$ cat src/rtl/sprite_coord_scheduler_if.sv
// Handshake bundle between the sprite coordinate scheduler, the 4-way coordinate mux and the
// downstream draw/collision unit.
//   frame_start / slot_enable       : pass trigger and per-slot enables
//   coord_x_in / coord_y_in         : mux output coordinates
//   selector                        : mux select
//   out_valid / out_ready           : coordinate handshake carrying out_x, out_y, out_slot
//   busy / done / overrun           : pass status
// The slave modport is the scheduler; the master modport is its environment.
interface sprite_coord_scheduler_if #(
  parameter int unsigned X_W = 11,
  parameter int unsigned Y_W = 10
);
  logic           frame_start;
  logic [3:0]     slot_enable;
  logic [X_W-1:0] coord_x_in;
  logic [Y_W-1:0] coord_y_in;
  logic [1:0]     selector;
  logic           out_valid;
  logic           out_ready;
  logic [X_W-1:0] out_x;
  logic [Y_W-1:0] out_y;
  logic [1:0]     out_slot;
  logic           busy;
  logic           done;
  logic           overrun;

  modport master (
    output frame_start, slot_enable, coord_x_in, coord_y_in, out_ready,
    input  selector, out_valid, out_x, out_y, out_slot, busy, done, overrun
  );

  modport slave (
    input  frame_start, slot_enable, coord_x_in, coord_y_in, out_ready,
    output selector, out_valid, out_x, out_y, out_slot, busy, done, overrun
  );
endinterface

$ cat src/rtl/sprite_coord_scheduler.sv
// Once per frame, walks the enabled sprite slots (0 to 3) of a 4-way coordinate mux: drives
// the mux selector, waits SETTLE_CYCLES for the mux to settle, samples X/Y and offers them
// downstream over a valid/ready handshake.
//   clk_i : clock, rising edge
//   rst_i : asynchronous active-high reset
//   bus   : slave side of sprite_coord_scheduler_if (trigger, mux, handshake, status)
module sprite_coord_scheduler #(
  parameter int unsigned SETTLE_CYCLES = 1,
  parameter int unsigned X_W           = 11,
  parameter int unsigned Y_W           = 10
) (
  input  logic                     clk_i,
  input  logic                     rst_i,
  sprite_coord_scheduler_if.slave  bus
);

  typedef enum logic [2:0] {StIdle, StSelect, StSettle, StOffer, StDone} state_e;

  localparam logic [3:0] SettleInit = 4'(SETTLE_CYCLES);

  state_e         state_q;
  logic [3:0]     mask_q;
  logic [3:0]     cnt_q;
  logic [1:0]     selector_q;
  logic [1:0]     out_slot_q;
  logic           out_valid_q;
  logic [X_W-1:0] out_x_q;
  logic [Y_W-1:0] out_y_q;
  logic           busy_q;
  logic           done_q;
  logic           overrun_q;

  logic [1:0]     first_idx;
  logic [3:0]     mask_clr;

  // Lowest set bit of the remaining mask gives ascending slot order.
  always_comb begin
    first_idx = 2'd3;
    if (mask_q[0])      first_idx = 2'd0;
    else if (mask_q[1]) first_idx = 2'd1;
    else if (mask_q[2]) first_idx = 2'd2;
  end

  assign mask_clr = mask_q & ~(4'b0001 << out_slot_q);

  always_ff @(posedge clk_i or posedge rst_i) begin
    if (rst_i) begin
      state_q     <= StIdle;
      mask_q      <= 4'd0;
      cnt_q       <= 4'd0;
      selector_q  <= 2'd0;
      out_slot_q  <= 2'd0;
      out_valid_q <= 1'b0;
      out_x_q     <= '0;
      out_y_q     <= '0;
      busy_q      <= 1'b0;
      done_q      <= 1'b0;
      overrun_q   <= 1'b0;
    end else begin
      done_q <= 1'b0;
      if (bus.frame_start && (state_q != StIdle)) begin
        overrun_q <= 1'b1;
      end
      unique case (state_q)
        StIdle: begin
          if (bus.frame_start) begin
            mask_q <= bus.slot_enable;
            busy_q <= 1'b1;
            if (|bus.slot_enable) begin
              state_q <= StSelect;
            end else begin
              state_q <= StDone;
              done_q  <= 1'b1;
            end
          end
        end
        StSelect: begin
          selector_q <= first_idx;
          out_slot_q <= first_idx;
          cnt_q      <= SettleInit;
          state_q    <= StSettle;
        end
        StSettle: begin
          cnt_q <= cnt_q - 4'd1;
          // <= rather than == so an out-of-range SETTLE_CYCLES of 0 cannot wedge the pass.
          if (cnt_q <= 4'd1) begin
            out_x_q     <= bus.coord_x_in;
            out_y_q     <= bus.coord_y_in;
            out_valid_q <= 1'b1;
            state_q     <= StOffer;
          end
        end
        StOffer: begin
          if (out_valid_q && bus.out_ready) begin
            out_valid_q <= 1'b0;
            mask_q      <= mask_clr;
            if (|mask_clr) begin
              state_q <= StSelect;
            end else begin
              state_q <= StDone;
              done_q  <= 1'b1;
            end
          end
        end
        StDone: begin
          state_q <= StIdle;
          busy_q  <= 1'b0;
        end
        default: begin
          state_q <= StIdle;
          busy_q  <= 1'b0;
        end
      endcase
    end
  end

  assign bus.selector  = selector_q;
  assign bus.out_slot  = out_slot_q;
  assign bus.out_valid = out_valid_q;
  assign bus.out_x     = out_x_q;
  assign bus.out_y     = out_y_q;
  assign bus.busy      = busy_q;
  assign bus.done      = done_q;
  assign bus.overrun   = overrun_q;

endmodule
$ cat src/flat_wrapper.sv
// flat-port wrapper written by rule: the top's interface ports become plain ports
module sprite_coord_scheduler_flat 
#(
  parameter int unsigned SETTLE_CYCLES = 1,
  parameter int unsigned X_W           = 11,
  parameter int unsigned Y_W           = 10
)
  (clk_i, rst_i, bus_frame_start, bus_slot_enable, bus_coord_x_in, bus_coord_y_in, bus_out_ready, bus_selector, bus_out_valid, bus_out_x, bus_out_y, bus_out_slot, bus_busy, bus_done, bus_overrun);
  sprite_coord_scheduler_if #(.X_W(X_W), .Y_W(Y_W)) bus_i ();
  input  logic clk_i;
  input  logic rst_i;
  input wire logic [$bits(bus_i.frame_start)-1:0] bus_frame_start;
  input wire logic [$bits(bus_i.slot_enable)-1:0] bus_slot_enable;
  input wire logic [$bits(bus_i.coord_x_in)-1:0] bus_coord_x_in;
  input wire logic [$bits(bus_i.coord_y_in)-1:0] bus_coord_y_in;
  input wire logic [$bits(bus_i.out_ready)-1:0] bus_out_ready;
  output wire logic [$bits(bus_i.selector)-1:0] bus_selector;
  output wire logic [$bits(bus_i.out_valid)-1:0] bus_out_valid;
  output wire logic [$bits(bus_i.out_x)-1:0] bus_out_x;
  output wire logic [$bits(bus_i.out_y)-1:0] bus_out_y;
  output wire logic [$bits(bus_i.out_slot)-1:0] bus_out_slot;
  output wire logic [$bits(bus_i.busy)-1:0] bus_busy;
  output wire logic [$bits(bus_i.done)-1:0] bus_done;
  output wire logic [$bits(bus_i.overrun)-1:0] bus_overrun;
  assign bus_i.frame_start = bus_frame_start;
  assign bus_i.slot_enable = bus_slot_enable;
  assign bus_i.coord_x_in = bus_coord_x_in;
  assign bus_i.coord_y_in = bus_coord_y_in;
  assign bus_i.out_ready = bus_out_ready;
  assign bus_selector = bus_i.selector;
  assign bus_out_valid = bus_i.out_valid;
  assign bus_out_x = bus_i.out_x;
  assign bus_out_y = bus_i.out_y;
  assign bus_out_slot = bus_i.out_slot;
  assign bus_busy = bus_i.busy;
  assign bus_done = bus_i.done;
  assign bus_overrun = bus_i.overrun;
  sprite_coord_scheduler #(.SETTLE_CYCLES(SETTLE_CYCLES), .X_W(X_W), .Y_W(Y_W)) u_core (.clk_i(clk_i), .rst_i(rst_i), .bus(bus_i));
endmodule
$ cat config.mk
export PLATFORM = sky130hd
export DESIGN_NAME = sprite_coord_scheduler_flat
export DESIGN_NICKNAME = d
export VERILOG_FILES = /design/src/rtl/sprite_coord_scheduler_if.sv /design/src/rtl/sprite_coord_scheduler.sv /design/src/flat_wrapper.sv
export SDC_FILE = /design/constraint.sdc
export NUM_CORES = 1
export LEC_CHECK = 0
export ABC_AREA = 1
export CAP_MARGIN = 10
export CORE_ASPECT_RATIO = 0.6
export CORE_MARGIN = 4
export CORE_UTILIZATION = 46
export CTS_CLUSTER_SIZE = 30
export DETAILED_ROUTE_END_ITERATION = 8
export GPL_TIMING_DRIVEN = 0
export PLACE_DENSITY_LB_ADDON = 0.05
export SETUP_SLACK_MARGIN = 0.4
export SYNTH_ARGS = -nofsm -noshare
export SYNTH_HDL_FRONTEND = slang
export SYNTH_SLANG_ARGS = --single-unit
export TNS_END_PERCENT = 5
$ cat constraint.sdc
create_clock -name clk_i -period 1.6 [get_ports clk_i]
set_input_delay 0.16 -clock clk_i [delete_from_list [all_inputs] [get_ports clk_i]]
set_output_delay 0.16 -clock clk_i [all_outputs]
set_load 0.02 [all_outputs]
==> flow_metrics.tcl <==
set metrics [dict create \
    insertion_delay_ns 0.29 \
    pin_count 58 \
    yosysUniqueCellTypes 22 \
    r2r_slack_ns 0.15 \
    grtUsageTotal_pct 16.57 \
    syn-cell-area_um2 1852 \
    synth-seq-cells 38 \
    io_buffers 57 \
    synth_edf_count 0 \
    drv_cap 0 \
    cp_num_cells 8 \
    reg2reg_from "u_core.cnt_q[1]" \
    yosysWarnings 0 \
    synth_area_leaders "dfrtp_1, nand2_1, o21ai_2" \
    overflow 0 \
    cp_num_buf_inv 3 \
    routed-via-count 1467 \
    num_antenna_cells 0 \
    worstReg2RegEnd "u_core.bus.out_y[1]" \
    htreeDepth 2 \
    die_h_um 57.15 \
    p_leak_nw 1.294 \
    critPathCapture "u_core.bus.out_y[1]" \
    fin_skew_ns 0.003906 \
    maxSlewHeadroom_pct 47.88 \
    ant_nets 0 \
    async_flop_share_pct 100.0 \
    r2r_cells 8 \
    max_stage_delay_ns 0.37 \
    start_util_pct 49.19 \
    hold_ws_ns 0.3410 \
    routedWlPerCell_um 12.47 \
    ir_drop_uv 1060 \
    dieArea_um2 5138 \
    drive_above_1_share_pct 21.61 \
    cts_buffer_depth 2 \
    final-hold-violation-count 0 \
    status "finished clean" \
    setup.worst_path.start "u_core.cnt_q[1]" \
    cts.reportedPaths.clkPinSlew_ns 0.07 \
    totalNegativeSetupSlack_ns 0 \
    gp_congestion 0.8443 \
    root_buffer "clkbuf_8" \
    slowest_stage "dfrtp_1" \
    slew_viol_final 0 \
    arrival_ns 1.63 \
    grt_pass1_vias 1483 \
    cp.required_ns 1.78 \
    finalCritPeriodShare_pct 90.66 \
    wl_mm 3.991 \
    synth_top_cell_by_area "dfrtp_1" \
    finalSetupViolCount 0 \
    fp.coreArea_um2 3765 \
    worstMarginPinSlew_ns 0.7807 \
    start_kind "flip-flop" \
    netlist_instances 206 \
    rsz0062_at_grt "yes" \
    areaGrowthSynthToFinish_pct 41.76 \
    final.min_clock_period_ns 1.451 \
    grt_max_degree 39 \
    synth_seq_area_share_pct 51.35 \
    cp_max_fo 10 \
    max_freq_mhz 689.4 \
    num_rows 17 \
    drt_iter0_markers 80 \
    syn-num-nets 237 \
    critical_path_class "reg2reg" \
    synth_top_area_share_pct 51.35 \
    detail_route.first_pass.iterations 4 \
    dp_hpwl_mm 2.955 \
    syn_avg_cell_area_um2 8.989 \
    power.density_nw_per_um2 2079 \
    cts_hold_buf 0 \
    fp.dieW_um 89.91 \
    worst_setup_path_end_kind "flip-flop" \
    clock-sinks 38 \
    hold_class "in2async" \
    grt_antenna_before_repair 0 \
    nets 305 \
    cts_tree "yes" \
    vias_per_cell 4.584 \
    route.detailed.drc 0 \
    ys_dominant_reg_cell "dfrtp_1" \
    grt_pass1_wl_mm 6.762 \
    numCtsBuffers 5 \
    cp_top_family "buffers and inverters" \
    path_cells "inv_2, ha_1, o21ai_2, or2_1, buf_6, buf_6, nand2_1, o21ai_2" \
]
==> worst min-delay path by stage <==
stage	slack, ns	endpoint	cells past startpoint
3_3_place_gp	0.45	u_core.bus.overrun	1
5_1_grt	0.42	u_core.cnt_q[0]	2
3_5_place_dp	0.44	u_core.bus.overrun	1
6_report	0.34	u_core.bus.out_y[5]	2
2_1_floorplan	0.28	u_core.bus.overrun	1
4_1_cts	0.37	u_core.bus.out_y[0]	2
==> cell families after synthesis <==
| family | synth area share [%] |
|---|---|
| compound gates | 19.46 |
| fa+ha+maj | 1.351 |
| buf+inv | 11.96 |
| flops | 51.35 |
| simple gates | 15.88 |
==> timing repair <==
item / 4_1_cts / 5_1_grt
setup endpoints to repair: 59 / 59
pin swaps: 1 / 0
endpoints found under the hold margin: 0 / 0
setup buffers: 3 / 1
gates resized for setup: 8 / 0
==> cells in the final DEF, fill, tap and decap left out, types with 2 or more instances in the layout <==
cell / instances
clkdlybuf4s50_1: 53
nand2_1: 45
dfrtp_1: 38
inv_1: 35
o21ai_2: 22
o21ai_0: 16
nand2_2: 9
nor2_1: 8
nand3_1: 6
buf_4: 6
clkbuf_8: 6
inv_2: 5
buf_6: 4
dlygate4sd2_1: 3
nor2_4: 2
o31ai_1: 2
a21oi_1: 2
==> where the power goes <==
part	internal, mW	switching [mW]
registers	1.42	0.286
clock network	0.332	0.316
logic	1.39	1.71
total	3.14	2.32
==> registers in the layout (all words and copies together) (netlist names), 2 cells and up <==
| name | count |
|---|---|
| u_core.bus.out_y | 10 |
| u_core.bus.selector | 2 |
| u_core.bus.out_x | 11 |
| u_core.mask_q | 4 |
| u_core.state_q | 3 |
| u_core.cnt_q | 4 |
==> cell type report <==
cell class / instances / area (µm²)
clock buffers: 6 / 82.58
repair buffers: 61 / 591.8
plain buffers: 7 / 75.07
inverters: 40 / 150.1
multi-input cells: 121 / 715.7
well taps: 47 / 58.81
flip-flops and latches: 38 / 950.9
fillers: 323 / 1140
==> metal layers <==
layer | vias up | share of wire, % | global-route usage (%)
li1 | 770 | - | -
met1 | 643 | 52 | 23.81
met2 | 49 | 40 | 23.29
met3 | 5 | 7.7 | 6.061
met4 | 0 | 0.98 | 5.229
met5 | - | 0 | 0
==> metrics by stage <==
stage                     setup slack (ns)  power [mW]  area [µm²]  util [%]  cells
after floorplan                     0.2393       3.688        1888         -    206
after global placement             -0.2631       4.732        2517     66.87    310
after detailed placement            0.1451       4.787        2517     66.87    310
after CTS                           0.1344       5.493        2618     69.52    319
after global routing               0.06437       5.879        2625     69.72    320
final                               0.1494       5.458        2625     69.72    320
==> synth_stat cells, types with 5 or more instances <==
library cell   n
buf_6          5
dfrtp_1       38
inv_1         38
nand2_1       53
nand3_1        6
nor2_1         8
o21ai_0       17
o21ai_2       21
Note: power is estimated with default switching activity, not from simulation.
